===== config.mk =====
export PLATFORM = sky130hd
export DESIGN_NAME = lookup2_absorb
export DESIGN_NICKNAME = d
export VERILOG_FILES = /design/src/rtl/lookup2_absorb.sv
export SDC_FILE = /design/constraint.sdc
export NUM_CORES = 2
export LEC_CHECK = 0
export ABC_AREA = 1
export CAP_MARGIN = 20
export CORE_UTILIZATION = 50
export CTS_CLUSTER_DIAMETER = 30
export DETAILED_ROUTE_END_ITERATION = 10
export PLACE_DENSITY = 0.72
export REMOVE_ABC_BUFFERS = 1
export SLEW_MARGIN = 20
export SYNTH_ARGS = -nofsm -noshare
export SYNTH_HDL_FRONTEND = slang
export SYNTH_SLANG_ARGS = --single-unit

===== constraint.sdc =====
create_clock -name CLK -period 6.1 [get_ports CLK]
set_clock_uncertainty 0.2 [all_clocks]
set_input_delay 0.61 -clock CLK [delete_from_list [all_inputs] [get_ports CLK]]
set_output_delay 0.61 -clock CLK [all_outputs]
set_load 0.01 [all_outputs]

===== src/rtl/lookup2_absorb.sv =====
// lookup2 message absorber: packs a byte stream into 12-byte blocks, issues mixes, returns the final c.
// Optional build macro LOOKUP2_ABSORB_INITVAL_PORT_EN adds an initval port that replaces INITVAL.
module lookup2_absorb #(
   parameter logic [31:0] INITVAL = 32'h0
) (
   input  logic        CLK,
   input  logic        RST,
`ifdef LOOKUP2_ABSORB_INITVAL_PORT_EN
   input  logic [31:0] initval,
`endif
   input  logic        in_valid,
   output logic        in_ready,
   input  logic [7:0]  in_data,
   input  logic        in_last,
   input  logic        in_empty,
   output logic        mix_start,
   output logic [31:0] mix_a,
   output logic [31:0] mix_b,
   output logic [31:0] mix_c,
   output logic        mix_final,
   input  logic        mix_done,
   input  logic [31:0] res_a,
   input  logic [31:0] res_b,
   input  logic [31:0] res_c,
   output logic        hash_valid,
   output logic [31:0] hash_out,
   output logic [31:0] hash_len
);

   typedef enum logic [2:0] {
      IDLE,
      ABSORB,
      MIX_WAIT,
      FINAL_ISSUE,
      FINAL_WAIT,
      DONE
   } state_t;

   localparam logic [31:0] GOLDEN = 32'h9e3779b9;

   state_t      state;
   logic [31:0] a, b, c, len;
   logic [95:0] blk;
   logic [3:0]  idx;
   logic        pend_final;
   logic        empty_req;

   logic [31:0] init_c;
   logic [31:0] base_a, base_b, base_c, base_len, nlen;
   logic [95:0] base_blk, nblk;
   logic [3:0]  base_idx, nidx;
   logic [31:0] tail_c;
   logic        take;

`ifdef LOOKUP2_ABSORB_INITVAL_PORT_EN
   assign init_c = initval;
`else
   assign init_c = INITVAL;
`endif

   // In IDLE the accepted byte opens a new message, so operands come from the start-of-message values.
   always_comb begin
      base_a   = a;
      base_b   = b;
      base_c   = c;
      base_len = len;
      base_blk = blk;
      base_idx = idx;
      if (state == IDLE) begin
         base_a   = GOLDEN;
         base_b   = GOLDEN;
         base_c   = init_c;
         base_len = '0;
         base_blk = '0;
         base_idx = '0;
      end
      nblk = base_blk;
      nblk[{base_idx, 3'b000} +: 8] = in_data;
      nidx   = base_idx + 4'd1;
      nlen   = base_len + 32'd1;
      // Tail bytes 8..10 sit one byte up in c; the low byte is reserved for the length.
      tail_c = {nblk[87:64], 8'h00};
      take   = in_valid && in_ready && (state == IDLE || state == ABSORB);
   end

   always_ff @(posedge CLK) begin
      if (RST) begin
         state      <= IDLE;
         a          <= '0;
         b          <= '0;
         c          <= '0;
         len        <= '0;
         blk        <= '0;
         idx        <= '0;
         pend_final <= 1'b0;
         empty_req  <= 1'b0;
         in_ready   <= 1'b0;
         mix_start  <= 1'b0;
         mix_final  <= 1'b0;
         mix_a      <= '0;
         mix_b      <= '0;
         mix_c      <= '0;
         hash_valid <= 1'b0;
         hash_out   <= '0;
         hash_len   <= '0;
      end else begin
         mix_start  <= 1'b0;
         hash_valid <= 1'b0;
         case (state)
            IDLE, ABSORB: begin
               if (take) begin
                  a   <= base_a;
                  b   <= base_b;
                  c   <= base_c;
                  blk <= nblk;
                  idx <= nidx;
                  len <= nlen;
                  if (nidx == 4'd12) begin
                     mix_a      <= base_a + nblk[31:0];
                     mix_b      <= base_b + nblk[63:32];
                     mix_c      <= base_c + nblk[95:64];
                     mix_final  <= 1'b0;
                     mix_start  <= 1'b1;
                     pend_final <= in_last;
                     in_ready   <= 1'b0;
                     state      <= MIX_WAIT;
                  end else if (in_last) begin
                     mix_a     <= base_a + nblk[31:0];
                     mix_b     <= base_b + nblk[63:32];
                     mix_c     <= base_c + tail_c + nlen;
                     mix_final <= 1'b1;
                     mix_start <= 1'b1;
                     in_ready  <= 1'b0;
                     state     <= FINAL_ISSUE;
                  end else begin
                     in_ready <= 1'b1;
                     state    <= ABSORB;
                  end
               end else if (state == IDLE && in_empty) begin
                  a         <= GOLDEN;
                  b         <= GOLDEN;
                  c         <= init_c;
                  len       <= '0;
                  blk       <= '0;
                  idx       <= '0;
                  empty_req <= 1'b1;
                  in_ready  <= 1'b0;
                  state     <= ABSORB;
               end else if (state == IDLE) begin
                  in_ready <= 1'b1;
               end else if (empty_req) begin
                  mix_a     <= a;
                  mix_b     <= b;
                  mix_c     <= c + len;
                  mix_final <= 1'b1;
                  mix_start <= 1'b1;
                  empty_req <= 1'b0;
                  state     <= FINAL_ISSUE;
               end
            end
            MIX_WAIT: begin
               if (mix_done) begin
                  a   <= res_a;
                  b   <= res_b;
                  c   <= res_c;
                  blk <= '0;
                  idx <= '0;
                  if (pend_final) begin
                     mix_a      <= res_a;
                     mix_b      <= res_b;
                     mix_c      <= res_c + len;
                     mix_final  <= 1'b1;
                     mix_start  <= 1'b1;
                     pend_final <= 1'b0;
                     state      <= FINAL_ISSUE;
                  end else begin
                     in_ready <= 1'b1;
                     state    <= ABSORB;
                  end
               end
            end
            FINAL_ISSUE: state <= FINAL_WAIT;
            FINAL_WAIT: begin
               if (mix_done) begin
                  hash_out   <= res_c;
                  hash_len   <= len;
                  hash_valid <= 1'b1;
                  state      <= DONE;
               end
            end
            DONE: begin
               in_ready <= 1'b1;
               state    <= IDLE;
            end
            default: state <= IDLE;
         endcase
      end
   end

endmodule

# Yosys cells after proc, flatten, opt, wreduce, memory -nomap -nowiden
# Index checks and enable logic that the tools add are counted.
[classes]
shift = 2
n_lt_le_gt_ge = 0
muxes = 97
n_eq_ne = 21
n_div = 0
multipliers = 0
n_addsub = 10
bitwise_logic = 2
n_reduce_logical = 18
[ops]
columns = ["op", "count"]
rows = [
  ["$mux W32", 37],
  ["$mux W96", 4],
  ["$pmux W32 S2", 6],
  ["$add A32 B32 Y32", 7],
  ["$pmux W96 S2", 1],
  ["$bwmux W96", 1],
  ["$shift A8 B9 Y96 const A", 1],
  ["$shiftx A8 B9 Y96", 1],
  ["$add A32 B1 Y32 const B", 1],
  ["$mux W1", 29],
  ["$mux W3", 6],
  ["$mux W4", 4],
  ["$ne A4 B4 Y1 const B", 4],
  ["$ne A2 B2 Y1 const B", 6],
  ["$ne A3 B3 Y1 const B", 4],
  ["$pmux W3 S4", 1],
  ["$reduce_and A4 Y1", 3],
  ["$neg A7 Y9", 1],
  ["$pmux W4 S2", 1],
  ["$reduce_and A7 Y1", 1],
  ["$eq A3 B2 Y1 const B", 2],
  ["$eq A3 B3 Y1 const B", 2],
  ["$mux W2", 3],
  ["$pmux W1 S2", 3],
  ["14 further kinds", 21],
]
[totals]
memories = 0
ramBits = 0
reg_bits = 397
latch_bits = 0
output_inout_bits = 164
rom_bits = 0

# Longest topological paths before layout
[depth]
depth_word = 11
depth_mapped = 37
ltp_nobuf = 31

# Worst setup path after synthesis
# OpenSTA, ideal clock, no wires.
[synth_timing]
path_type = "register to register"
startpoint = "register state[0]"
endpoint = "register mix_c[20]"
n_path_buf = 6
slack_ns = 1.177
period_less_slack_ns = 4.923
stages_incl_launch_ff = 35
arrival_ns = 4.609
cell_sequence = "dfxtp_1 > buf_4 > inv_2 > nand2_4 > buf_12 > buf_6 > buf_4 > buf_2 > clkbuf_1 > nand2_1 > inv_1 > ha_1 > nand2_2 > nor2_4 > nand2_2 > nor2_2 > nand3_2 > nor2_2 > nand4_2 > xor2_1 > fa_1 > ha_1 > nand2_1 > nor2_1 > inv_1 > nor3_1 > nand4_1 > nand3_1 > a21oi_1 > o21ai_0 > nand2_1 > nand2_1 > nand2_1 > a21oi_1 > nor2_1"
[synth_via]
elab_chain_cells = 11
elab_cells_between_ends = 33
cone_classes = "add/sub: 6; eq/ne: 9; shift: 2; mux: 9; reduce/logical: 7"
[synth_rtl]
columns = ["element", "line", "text"]
rows = [
  ["start: declaration", "41", "state_t state;"],
  ["start signal: assignment", "88", "state <= IDLE;"],
  ["start signal: assignment", "126", "state <= MIX_WAIT;"],
  ["start signal: assignment", "134", "state <= FINAL_ISSUE;"],
  ["$logic_not A3 Y1", "n/a", ""],
  ["$mux W4", "69", "if (state == IDLE) begin"],
  ["$neg A7 Y9", "78", "nblk[{base_idx, 3'b000} +: 8] = in_data;"],
  ["$shiftx A8 B9 Y96 or $shift A8 B9 Y96 (tied branches)", "78", ""],
  ["$bwmux W96", "78", ""],
  ["$add A32 B32 Y32 (2 in a row)", "130", "mix_c <= base_c + tail_c + nlen;"],
  ["$mux W32", "127", "end else if (in_last) begin"],
  ["$mux W32", "118", "if (nidx == 4'd12) begin"],
  ["$mux W32", "111", "if (take) begin"],
  ["$pmux W32 S2", "109", "case (state)"],
  ["end signal: assignment", "121", "mix_c <= base_c + nblk[95:64];"],
  ["end signal: assignment", "130", ""],
  ["end signal: assignment", "154", "mix_c <= c + len;"],
  ["end: declaration", "19", "output logic [31:0] mix_c,"],
]
# Several ways; a longest one is shown, not always the timed one. The select of a mux whose other input is x is not followed.
# A chain may end at the register's enable or synchronous reset.

# Worst setup path in the final report
[layout_timing]
startpoint = "register state[0]"
endpoint = "register mix_c[30]"
# Same word-level chain as after synthesis.

==> run summary <==
Final-report hold violation count: 0
Min Tclk post-route: 5.83 ns
Final HPWL DP: 94700 µm
Combinational share of power: 36.9%
Element type at the critical path end: flop
H-tree Lvls: 3
Clock Latency Late Sink: 0.65 ns
Gr ovfl total: 0
Per-cell routed wire length: 20.6 µm
FF-to-FF Start: state[0]$_SDFFE_PP0P_
Syn avg cell area: 6.28 µm²
First-pass GRT wire length: 192000 µm
Cts bufs inserted: 102
Final Max Slew Viols: 0
Largest net degree at the start of global routing: 153
Max IR drop VDD: 397 µV
Initial Util: 50.7%
CP Launch Type: flop
Die W: 252 µm
FP Rows: 91
Unrepaired setup endpoints after global routing: no
DIE HEIGHT: 252 µm
Period utilisation layout: 95.5%
Max-slew headroom: 24.7%
R2R Setup Slk: 0.27 ns
CTS tree: built
Synth top area cells: dfxtp_1 (25%), nand2_1 (15%), a21oi_1 (8.9%), ha_1 (7.9%), o21ai_0 (6.5%)
Critical Path RT: 6.49 ns
Clock Path Buffers: 3
Static leakage: 16.0 nW
Vias in the first global route: 32300
Routed Antenna Nets: 0
DR pass1 iterations: 8
Area after DPL: 34600 µm²
Dpl ws: 0.393 ns
GRT Resource Usage Total: 38.6%
Initial antenna violation count: 2
Crit Path Class: reg -> reg
Post-synth top area share: 25.3%
CP Max Fanout: 28
Clock Sinks: 397
Clock-pin slew on the worst setup and hold paths: 0.05 ns
I/O pins: 274
Synth Flop Type: dfxtp_1
PnR worst setup slack: 0.275 ns
Pwr/cell area: 379 nW/µm²
Clock Power Share: 40.5%
FMAX: 172 MHz
Via count: 36100
Layout cells sized above 1: 6.21%
Number of synthesized flops with an enable pin: 0
Die area: 63700 µm²
Gpl congestion: 1.06
R2R Path End: mix_c[30]$_SDFFE_PP0P_
Placeable Area: 61800 µm²
Root Driver: clkbuf_16
Max-cap violation count: 0
Flop pwr share: 22.6%
Crit path DAT: 6.21 ns
Synthesized area: 31400 µm²
Post-layout util: 62.0%
Outcome: completed
Library cells used by synthesis: 61
P&R area growth vs syn: 22.2%
Synth warnings: 0
Final setup vio count: 0
NetSw: 5.78 mW
Ys async rst share: 0%
Avg Vias per Cell: 5.91
Seq/Total Area, Yosys: 25.3%
Hold Path Depth: 2
Layout Cells excl Fill: 6105
Post-CTS setup buffer count: 0
Final-stage net count: 5523
P_int: 8.74 mW
Seq cells post-synth: 397
Reg2Reg Depth: 25
Worst hold start: RST
Mapped Cells: 4990
Worst Tran Pin Value: 1.12 ns
Hold Path Sink: hash_len[24]$_SDFFE_PP0P_
Post-route cell area: 38300 µm²
Remaining DRCs: 0
Final Routed Wirelength: 126000 µm
Hold Crit Class: in -> reg
Switching share of power: 39.8%
Buffers on Ports: 273
# placed instances: 5917
Initial detailed-routing violation count: 4437
Post-synth top area cell: dfxtp_1
==> how the worst max path moves through the flow <==
stage | start | end | cells past startpoint
after global routing | state[0]$_SDFFE_PP0P_ | mix_c[30]$_SDFFE_PP0P_ | 25
after CTS | state[0]$_SDFFE_PP0P_ | mix_c[10]$_SDFFE_PP0P_ | 25
after floorplan | in_valid | a[0]$_SDFFE_PP0P_ | 8
after global placement | state[0]$_SDFFE_PP0P_ | mix_c[19]$_SDFFE_PP0P_ | 27
after detailed placement | state[0]$_SDFFE_PP0P_ | mix_c[10]$_SDFFE_PP0P_ | 25
final | state[0]$_SDFFE_PP0P_ | mix_c[30]$_SDFFE_PP0P_ | 25
==> registers in the layout (all words and copies together), names as in the netlist <==
register    count
hash_len       32
mix_c          32
mix_final       1
in_ready        1
mix_a          32
state           3
blk            96
len            32
pend_final      1
mix_b          32
mix_start       1
hash_out       32
b              32
idx             4
hash_valid      1
c              32
empty_req       1
a              32
==> cell type report <==
cell class	count	area [µm²]
Antenna cell	1	2.50
Clock buffer	132	2860
Clock inverter	54	863
Fill cell	6068	23500
Inverter	454	1710
Multi-Input combinational cell	3898	20700
Sequential cell	397	7950
Tap cell	837	1050
Timing Repair Buffer	332	3210
==> worst max-delay path, stage by stage, from the launching register on <==
cell and delay, ns:
dfxtp_1 0.59, inv_2 0.13, nand2_8 0.26, nand2_4 0.13, ha_1 0.22, nand3b_1 0.17, nand2_2 0.18, nand2_1 0.13
nor3_2 0.27, inv_1 0.12, o21ai_0 0.35, inv_1 0.17, fa_1 0.49, ha_1 0.36, nand2_1 0.12, nor2_1 0.24
nand2_1 0.07, o21ai_0 0.59, nand3_1 0.31, nand3_1 0.17, nand3_1 0.08, nand2_1 0.08, nand2_1 0.06, nand2_1 0.08
nand2_1 0.05, a21oi_1 0.14
==> kinds of logic after synthesis <==
family / count (synthesis) / share of synthesized area (%)
compound gates: 1343 / 23.2
fa+ha+maj: 228 / 9.79
xor+xnor: 119 / 3.32
flops: 397 / 25.3
simple gates: 2208 / 29.5
buf+inv: 695 / 8.84
==> metal layers <==
| metal | up-vias | track usage [%] | share of wire [%] |
|---|---|---|---|
| li1 | 17200 | - | - |
| met1 | 16700 | 57.0 | 46 |
| met2 | 1901 | 55.4 | 41 |
| met3 | 228 | 8.57 | 11 |
| met4 | 0 | 11.1 | 2.8 |
| met5 | - | 0 | 0 |
==> cells in the mapped netlist (4+ instances only) <==
| master | count |
|---|---|
| a211oi_1 | 7 |
| nor4_1 | 11 |
| o211ai_1 | 19 |
| ha_1 | 199 |
| buf_1 | 12 |
| fa_1 | 29 |
| xnor2_1 | 35 |
| inv_2 | 11 |
| nand4_1 | 56 |
| nand3_1 | 349 |
| a21boi_0 | 18 |
| o21ai_0 | 409 |
| clkbuf_1 | 176 |
| or2_2 | 18 |
| nand2_1 | 1293 |
| buf_6 | 6 |
| o21bai_1 | 28 |
| nor2_2 | 12 |
| nand2_4 | 4 |
| o21a_1 | 14 |
| o21ai_2 | 9 |
| inv_1 | 442 |
| nand3b_1 | 8 |
| nand3_2 | 5 |
| a21oi_1 | 559 |
| buf_2 | 30 |
| a21o_1 | 23 |
| xor2_1 | 84 |
| nand2_2 | 11 |
| o21ai_1 | 89 |
| nor2_1 | 396 |
| a31oi_1 | 148 |
| dfxtp_1 | 397 |
| nor2_4 | 5 |
| nor3_1 | 27 |
| buf_4 | 14 |
==> per-stage QoR <==
step,hold WS [ns],total power [mW],TNS [ns]
floorplan,0.239,6.49,-3318.48
global placement,0.248,8.47,0
detailed placement,0.252,8.51,0
CTS,0.140,14.4,0
global route,0.165,15.2,0
finish,0.151,14.5,0
==> power by group through the flow <==
| stage | clock, mW | combinational (mW) | sequential [mW] |
|---|---|---|---|
| finish | 5.88 | 5.36 | 3.29 |
| floorplan | 0 | 3.16 | 3.33 |
| global route | 6.04 | 5.83 | 3.32 |
| global placement | 0 | 5.15 | 3.32 |
| CTS | 5.91 | 5.24 | 3.28 |
| detailed placement | 0 | 5.19 | 3.32 |
==> layout by cell type, fill, tap and decap left out, drive strengths merged, types with 31 or more instances in the layout <==
cell           Yosys  final
a21oi            560    560
a31oi            148    148
buf               64     61
clkbuf           177    132
clkdlybuf4s50      0    271
dfxtp            397    397
ha               199    199
inv              453    464
nand2           1308   1308
nand3            355    355
nand4             57     57
nor2             413    413
nor3              31     31
o21ai            507    507
xnor2             35     35
xor2              84     84
==> repair_timing <==
action | CTS | global route
hold buffers | 0 | 0
endpoints found under the setup margin | 0 | 4
resized for setup | 0 | 5
Power figures use the tool's default switching activity.
